**src/rtl/alu_pkg.sv**
```systemverilog
// Shared opcode encodings, sequencer state encodings and the opcode legality check
// used by the ALU operand sequencer.
package alu_pkg;

  localparam int OP_W = 6;

  localparam logic [OP_W-1:0] OP_ADD = 6'b100000;
  localparam logic [OP_W-1:0] OP_SUB = 6'b100010;
  localparam logic [OP_W-1:0] OP_AND = 6'b100100;
  localparam logic [OP_W-1:0] OP_OR  = 6'b100101;
  localparam logic [OP_W-1:0] OP_XOR = 6'b100110;
  localparam logic [OP_W-1:0] OP_NOR = 6'b100111;
  localparam logic [OP_W-1:0] OP_SRL = 6'b000010;
  localparam logic [OP_W-1:0] OP_SRA = 6'b000011;

  typedef enum logic [2:0] {
    S_WAIT_A = 3'd0,
    S_HAVE_A = 3'd1,
    S_HAVE_B = 3'd2,
    S_EXEC   = 3'd3,
    S_DONE   = 3'd4
  } state_t;

  function automatic logic is_legal_op(input logic [OP_W-1:0] op);
    case (op)
      OP_ADD, OP_SUB, OP_AND, OP_OR,
      OP_XOR, OP_NOR, OP_SRL, OP_SRA: return 1'b1;
      default:                        return 1'b0;
    endcase
  endfunction

endpackage

```
**src/rtl/btn_debounce.sv**
```systemverilog
// Push-button conditioner: 2-FF synchronizer, stability down-counter and a
// single-cycle pulse on each accepted press.
module btn_debounce #(
  parameter int N_DEBOUNCE = 16
) (
  input  logic clk,
  input  logic i_rst,
  input  logic i_btn,
  output logic o_pulse
);

  localparam int CW = (N_DEBOUNCE > 1) ? $clog2(N_DEBOUNCE + 1) : 1;
  localparam logic [CW-1:0] CNT_LOAD = CW'(N_DEBOUNCE - 1);

  logic [1:0]    r_sync;
  logic          r_level;
  logic          r_pulse;
  logic [CW-1:0] r_cnt;

  // The counter only runs while the synced input disagrees with the accepted level,
  // so a release must be as stable as a press before the level can fall.
  always_ff @(posedge clk or posedge i_rst) begin
    if (i_rst) begin
      r_sync  <= 2'b00;
      r_level <= 1'b0;
      r_pulse <= 1'b0;
      r_cnt   <= CNT_LOAD;
    end else begin
      r_sync  <= {r_sync[0], i_btn};
      r_pulse <= 1'b0;
      if (r_sync[1] == r_level) begin
        r_cnt <= CNT_LOAD;
      end else if (r_cnt == '0) begin
        r_level <= r_sync[1];
        r_pulse <= r_sync[1];
        r_cnt   <= CNT_LOAD;
      end else begin
        r_cnt <= r_cnt - 1'b1;
      end
    end
  end

  assign o_pulse = r_pulse;

endmodule

```
**src/rtl/alu_op_sequencer.sv**
```systemverilog
// Loads operand A, operand B and the opcode from shared switches under three
// debounced buttons, drives the external ALU and registers its result.
//
// state    | meaning
// S_WAIT_A | nothing loaded, waiting for load-A press
// S_HAVE_A | A loaded, waiting for load-B (or reload A)
// S_HAVE_B | A and B loaded, waiting for opcode/execute
// S_EXEC   | one cycle: capture ALU result
// S_DONE   | result valid, waiting for a new A
module alu_op_sequencer
  import alu_pkg::*;
#(
  parameter int ND_DATA    = 8,
  parameter int NB_OP      = 6,
  parameter int NB_SW      = 8,
  parameter int N_DEBOUNCE = 16
) (
  input  logic               clk,
  input  logic               i_rst,
  input  logic [NB_SW-1:0]   i_sw,
  input  logic [2:0]         i_btn,
  input  logic [ND_DATA-1:0] i_alu_result,
  output logic [ND_DATA-1:0] o_datoA,
  output logic [ND_DATA-1:0] o_datoB,
  output logic [NB_OP-1:0]   o_operation,
  output logic [ND_DATA-1:0] o_leds,
  output logic               o_valid,
  output logic               o_err,
  output logic [2:0]         o_state
);

  logic [2:0]         w_pulse;
  logic [NB_OP-1:0]   w_sw_op;
  logic               w_op_legal;
  state_t             r_state;
  state_t             w_next;
  logic               w_ld_a;
  logic               w_ld_b;
  logic               w_ld_op;
  logic               w_set_err;
  logic               w_exec;

  logic [ND_DATA-1:0] r_dato_a;
  logic [ND_DATA-1:0] r_dato_b;
  logic [NB_OP-1:0]   r_op;
  logic [ND_DATA-1:0] r_leds;
  logic               r_valid;
  logic               r_err;

  for (genvar g = 0; g < 3; g++) begin : g_db
    btn_debounce #(.N_DEBOUNCE(N_DEBOUNCE)) u_db (
      .clk    (clk),
      .i_rst  (i_rst),
      .i_btn  (i_btn[g]),
      .o_pulse(w_pulse[g])
    );
  end

  assign w_sw_op    = i_sw[NB_OP-1:0];
  assign w_op_legal = is_legal_op(w_sw_op);

  always_ff @(posedge clk or posedge i_rst) begin
    if (i_rst) r_state <= S_WAIT_A;
    else       r_state <= w_next;
  end

  always_comb begin
    w_next = r_state;
    case (r_state)
      S_WAIT_A: if (w_pulse[0]) w_next = S_HAVE_A;
      S_HAVE_A: if (w_pulse[1]) w_next = S_HAVE_B;
      S_HAVE_B: begin
        if (w_pulse[2]) begin
          if (w_op_legal) w_next = S_EXEC;
        end else if (!w_pulse[1] && w_pulse[0]) begin
          w_next = S_HAVE_A;
        end
      end
      S_EXEC:   w_next = S_DONE;
      S_DONE:   if (w_pulse[0]) w_next = S_HAVE_A;
      default:  w_next = S_WAIT_A;
    endcase
  end

  // Priority inside each state keeps exactly one action per cycle.
  always_comb begin
    w_ld_a    = 1'b0;
    w_ld_b    = 1'b0;
    w_ld_op   = 1'b0;
    w_set_err = 1'b0;
    w_exec    = 1'b0;
    case (r_state)
      S_WAIT_A: w_ld_a = w_pulse[0];
      S_HAVE_A: begin
        w_ld_b = w_pulse[1];
        w_ld_a = !w_pulse[1] && w_pulse[0];
      end
      S_HAVE_B: begin
        if (w_pulse[2]) begin
          w_ld_op   = w_op_legal;
          w_set_err = !w_op_legal;
        end else if (w_pulse[1]) begin
          w_ld_b = 1'b1;
        end else begin
          w_ld_a = w_pulse[0];
        end
      end
      S_EXEC:   w_exec = 1'b1;
      S_DONE:   w_ld_a = w_pulse[0];
      default:  ;
    endcase
  end

  always_ff @(posedge clk or posedge i_rst) begin
    if (i_rst) begin
      r_dato_a <= '0;
      r_dato_b <= '0;
      r_op     <= '0;
      r_leds   <= '0;
      r_valid  <= 1'b0;
      r_err    <= 1'b0;
    end else begin
      if (w_ld_a)  r_dato_a <= i_sw[ND_DATA-1:0];
      if (w_ld_b)  r_dato_b <= i_sw[ND_DATA-1:0];
      if (w_ld_op) r_op     <= w_sw_op;
      if (w_exec)  r_leds   <= i_alu_result;

      if (w_set_err)                         r_err <= 1'b1;
      else if (w_ld_a || w_ld_b || w_ld_op)  r_err <= 1'b0;

      if (w_exec)                r_valid <= 1'b1;
      else if (w_ld_a || w_ld_b) r_valid <= 1'b0;
    end
  end

  assign o_datoA     = r_dato_a;
  assign o_datoB     = r_dato_b;
  assign o_operation = r_op;
  assign o_leds      = r_leds;
  assign o_valid     = r_valid;
  assign o_err       = r_err;
  assign o_state     = r_state;

endmodule

```
**config.mk**
```make
export PLATFORM = sky130hd
export DESIGN_NAME = alu_op_sequencer
export DESIGN_NICKNAME = d
export VERILOG_FILES = /design/src/rtl/alu_pkg.sv /design/src/rtl/btn_debounce.sv /design/src/rtl/alu_op_sequencer.sv
export SDC_FILE = /design/constraint.sdc
export NUM_CORES = 1
export LEC_CHECK = 0
export ABC_AREA = 0
export CORE_MARGIN = 4
export CORE_UTILIZATION = 45
export CTS_CLUSTER_DIAMETER = 30
export DETAILED_ROUTE_END_ITERATION = 10
export PLACE_DENSITY = 0.73
export SKIP_LAST_GASP = 1
export SLEW_MARGIN = 20
export SYNTH_ARGS = -nofsm -noshare
export SYNTH_HDL_FRONTEND = slang
export SYNTH_SLANG_ARGS = --single-unit
```
**constraint.sdc**
```tcl
create_clock -name clk -period 3.3 [get_ports clk]
set_clock_uncertainty 0.05 [all_clocks]
set_input_delay 0.99 -clock clk [delete_from_list [all_inputs] [get_ports clk]]
set_output_delay 0.99 -clock clk [all_outputs]
set_load 0.03 [all_outputs]
```
== Word level (Yosys, flattened, before mapping) ==
Index checks and enable logic that the tools add are counted.
Operators by class
  divide/modulo/power cells: 0
  reductions and logical operators: 17
  shift-type cells: 0
  add/sub/neg operators: 3
  equality and inequality tests: 19
  magnitude comparators: 0
  multiply operators: 0
  multiplexer cells: 34
  bitwise operators: 3
Operator list (count)
  $eq 6x6->1 const B: 6
  $mux 5: 6
  $mux 1: 20
  $logic_not 5->1: 3
  $mux 3: 5
  $sub 5x1->5 const B: 3
  $eq 6x2->1 const B: 2
  $pmux 3 s4: 1
  $reduce_or 8->1: 1
  $eq 3x2->1 const B: 2
  $reduce_and 2->1: 3
  $ne 2x1->1 const B: 2
  $reduce_and 4->1: 1
  $reduce_bool 2->1: 2
  $eq 1x1->1: 3
  $eq 3x1->1 const B: 1
  $eq 3x3->1 const B: 1
  $logic_not 3->1: 1
  $ne 3x2->1 const B: 1
  $ne 3x3->1 const B: 1
  $not 1->1: 3
  $pmux 1 s3: 1
  $logic_not 1->1: 2
  $logic_or 1x1->1: 2
  other kinds (3): 3
Word-level totals
  memories: 0
  logic and storage cells: 95
  latch bits: 0
  output and inout bits: 35
  memory bits (writable): 0
  memory bits (read-only): 0
  input port bits: 21
  register bits after elaboration: 62

== Logic depth before layout (Yosys ltp) ==
  word-level depth: 8
  gate-level depth with buffers: 6
  depth with buffers taken out: 6

== Cells and area by module ==
Synthesis repeated with hierarchy kept, for this count alone.
Second synthesis, totals
  cells, all modules: 184
  area, all modules: 2560.0 um2
Modules (own cells, without submodules)
  alu_op_sequencer: times used 1, seq. area each 875.8 um2, cells each 100, area an instance 1445.1 um2
  btn_debounce: times used 3, seq. area each 230.2 um2, cells each 28, area an instance 371.6 um2

== Least setup slack after synthesis ==
OpenSTA, ideal clock, no wires.
  kind: input -> register
  start point: input i_sw[2]
  end point: register r_op[0] (netlist: o_operation[0])
  library setup time: 0.125 ns
  slack: 1.133 ns
  data required time: 3.125 ns
  stages: 5
  arrival: 1.992 ns
  path through: nand2b_1 > a22oi_1 > or4_1 > buf_2 > mux2_4
Between the ends
  longest elaborated chain between the ends: 5
  elaborated cells between the ends (all ways): 12
RTL lines
  start, declared: line alu_op_sequencer.sv:20  | input logic [NB_SW-1:0] i_sw,
  $eq 6x6->1 or $eq 6x2->1 (tied branches): line alu_pkg.sv:25  | case (op)
  $reduce_or 8->1 *: line alu_pkg.sv:25
  $mux 1 *: line alu_pkg.sv:25
  $mux 1 *: line alu_op_sequencer.sv:99  | if (w_pulse[2]) begin
  $mux 1 *: line alu_op_sequencer.sv:92  | case (r_state)
  end signal, assigned: line alu_op_sequencer.sv:125  | if (w_ld_op) r_op <= w_sw_op;
  end, declared: line alu_op_sequencer.sv:45  | logic [NB_OP-1:0] r_op;
Mark *: on every way between the ends. The rest lies on a longest branch, timed or not.
A chain may end at the register's enable or synchronous reset.

== Worst setup path in the final report ==
  start point: register r_state[0] (netlist: o_state[0])
  end point: output o_state[0]
RTL lines
  start, declared: line alu_op_sequencer.sv:35  | state_t r_state;
  start signal, assigned: line alu_op_sequencer.sv:64  | else r_state <= w_next;
  end, declared: line alu_op_sequencer.sv:29  | output logic [2:0] o_state
No word-level cell between the ends.

==> impl_metrics.yaml <==
outcome:
  outcome: "finished, final reports clean"
synth:
  ys_seq_area_share_pct: 63.9
  syn_area_per_cell_um2: 13.7
  yosys_most_used_dff: "dfrtp_1"
  synth_area_um2: 2450
  ys_types: 37
  synth.area.top_cells: "dfrtp_1, dfstp_2, mux2_2"
  synth_top_cell_area_share_pct: 51.0
  synth_edf_count: 0
  syn_nets: 203
  yosysTopAreaCell: "dfrtp_1"
  ys_ff_latch: 62
  yosysWarnings: 0
  syn_inst: 179
  synth_async_sr_flop_share_pct: 100
floorplan:
  core_area_um2: 5200
  rows: 26
  die_w_um: 81.8
  io_pins: 56
  die-height_um: 81.8
  die_area_um2: 6690
  start_util_pct: 47.1
route:
  drt_iter0_markers: 84
  wl_um: 4200
  dr.pass1.iters: 4
  route.detailed.drc: 0
  vias: 1541
  antenna_left: 0
  via_per_inst: 4.82
  wl_per_cell_um: 13.1
timing:
  slew_headroom_pct: 59.1
  tightest_slew_ns: 0.613
  period_needed_ns: 2.61
  hold_viol: 0
  fmax_ghz: 0.383
  setup_slack_ns: 0.692
  setup_viol: 0
  rsz0062_at_grt: "false"
  setup_tns_ns: 0
  slew_violations: 0
  fin_crit_sh_pct: 79.0
flow_run:
  maxCapViolCount: 0
pwr:
  p_per_area_nw_per_um2: 466
  leakage_nw: 1.46
  vdd.ir_drop.worst_mv: 0.259
  total_power_mw: 1.52
clock_tree:
  cts-buffers-inserted: 9
  cts_buffer_depth: 2
  root_buffer: "clkbuf_8"
  clock_latency_ns: 0.33
  cts_setup_buffers: 0
  cts_max_level: 3
  clkTransAtPathRegs_ns: 0.07
  cts_hold_buf: 0
  cts_resized: 0
  tritoncts: "built"
  cts.sinks: 62
setup_path:
  worst_setup_path_start_kind: "flip-flop"
  cp_slowest_cell: "clkdlybuf4s50_1"
  critPathTopFamily: "buffers and inverters"
  cp-end-kind: "output pin"
  slowest_delay_ns: 0.73
  cp_max_fo: 10
  path_cells: "clkdlybuf4s50_1"
  critPathKind: "reg2out"
  cp.arrival_ns: 1.57
  crit_required_ns: 2.26
  crit_buf_inv: 1
layout:
  diodes: 0
  layout-drive-gt1-share_pct: 26.4
  fin_util_pct: 62.7
  final_nets: 269
  area_delta_synth_final_pct: 33.1
global_route:
  grt_pass1_vias: 1520
  globalRouteTotalUtil_pct: 14.1
  grt_pass1_wl_um: 6910
  overflow: 0
  busiest_layer: "met2"
  met3_usage_pct: 5.81
  grt_use_met2_pct: 20.2
  grt_max_degree: 28
  antenna_found_initial: 0
  grt_use_met1_pct: 18.0
placed_design:
  gp_congestion: 0.749
  io_buffers: 55
  post-place-ws_ns: 0.377
  hpwl_um: 3040
worst_hold_path:
  hp-class: "reg2reg"
[layer usage]
layer,wire length [µm],share of wire (%)
met1,1920,46
met2,1820,43
met3,378,9.0
met4,76,1.8
met5,0,0
[flip-flops by register name (all words and copies together) (netlist names), 3 cells and up]
| name | count |
|---|---|
| g_db.u_db.o_pulse | 3 |
| g_db.u_db.r_cnt | 15 |
| g_db.u_db.r_level | 3 |
| g_db.u_db.r_sync | 6 |
| o_datoA | 8 |
| o_datoB | 8 |
| o_leds | 8 |
| o_operation | 6 |
| o_state | 3 |
[cell usage after synthesis, types with 2 or more instances]
master and count:
nor2b_1 4, and3_1 3, xor2_1 3, nand3_1 3, or3b_2 2, o21ai_0 2
nor2_1 6, dfrtp_1 50, and2_1 2, mux2_2 27, nand2_1 18, nor3_1 3
dfstp_2 12, nor4b_1 2, inv_1 8, mux2_4 4, ha_1 3, and2b_1 2
xnor2_1 5, nor3b_1 3
[stage by stage]
step / std cells / hold WS, ns / cell area (µm²)
global placement: 304 / 0.284 / 3100
detailed placement: 304 / 0.286 / 3100
floorplan: 179 / 0.281 / 2450
finish: 320 / 0.291 / 3260
CTS: 320 / 0.298 / 3260
global route: 320 / 0.308 / 3260
[final timing paths]
kind,slack (ns),to,cells after the start,start
setup / recovery,0.69,o_state[0],1,o_state[0]
hold / removal,0.29,g_db[2].u_db.r_sync[1],0,g_db[2].u_db.r_sync[0]
setup reg to reg,1.28,o_operation[2],4,o_state[2]
hold reg to reg,0.29,g_db[2].u_db.r_sync[1],0,g_db[2].u_db.r_sync[0]
max in group asynchronous,1.54,g_db[2].u_db.r_cnt[0],3,i_rst
min in group asynchronous,0.97,g_db[1].u_db.r_cnt[4],2,i_rst
[where the power goes]
part / switching [mW] / internal (mW)
logic: 0.0771 / 0.0738
registers: 0.0168 / 0.797
clock network: 0.267 / 0.289
[area by class of cell]
type	count	area, µm²
well taps	70	87.6
fillers	426	1940
multi-input cells	107	846
inverters	8	30.0
repair buffers	57	566
clock inverters	4	22.5
clock buffers	12	145
flip-flops and latches	62	1570
[placed cells by master (no fill, tap or decap), drive strengths merged, types with 3 or more instances in the layout]
cell type | synthesis | routed
clkdlybuf4s50 | 0 | 55
nor2b | 4 | 4
nor2 | 6 | 6
nor3b | 3 | 3
clkinv | 0 | 3
clkbuf | 1 | 12
dfstp | 12 | 12
o21ai | 3 | 3
inv | 8 | 8
dfrtp | 50 | 50
mux2 | 31 | 31
ha | 3 | 3
xor2 | 3 | 3
nand3 | 3 | 3
nand2 | 18 | 18
and3 | 3 | 3
xnor2 | 5 | 5
nor3 | 3 | 3
[cell families (layout without fill, tap and decap cells)]
| logic type | after synthesis | in the layout | share of synthesized area (%) |
|---|---|---|---|
| XOR/XNOR | 8 | 8 | 2.86 |
| AO/OA/AOI/OAI | 9 | 9 | 2.65 |
| flip-flops | 62 | 62 | 63.9 |
| AND/OR/NAND/NOR | 55 | 55 | 12.2 |
| adder cells (fa/ha/maj) | 3 | 3 | 1.53 |
| buffers and inverters | 10 | 81 | 1.58 |
| multiplexers | 32 | 32 | 15.3 |
(Power assumes the default switching activity.)
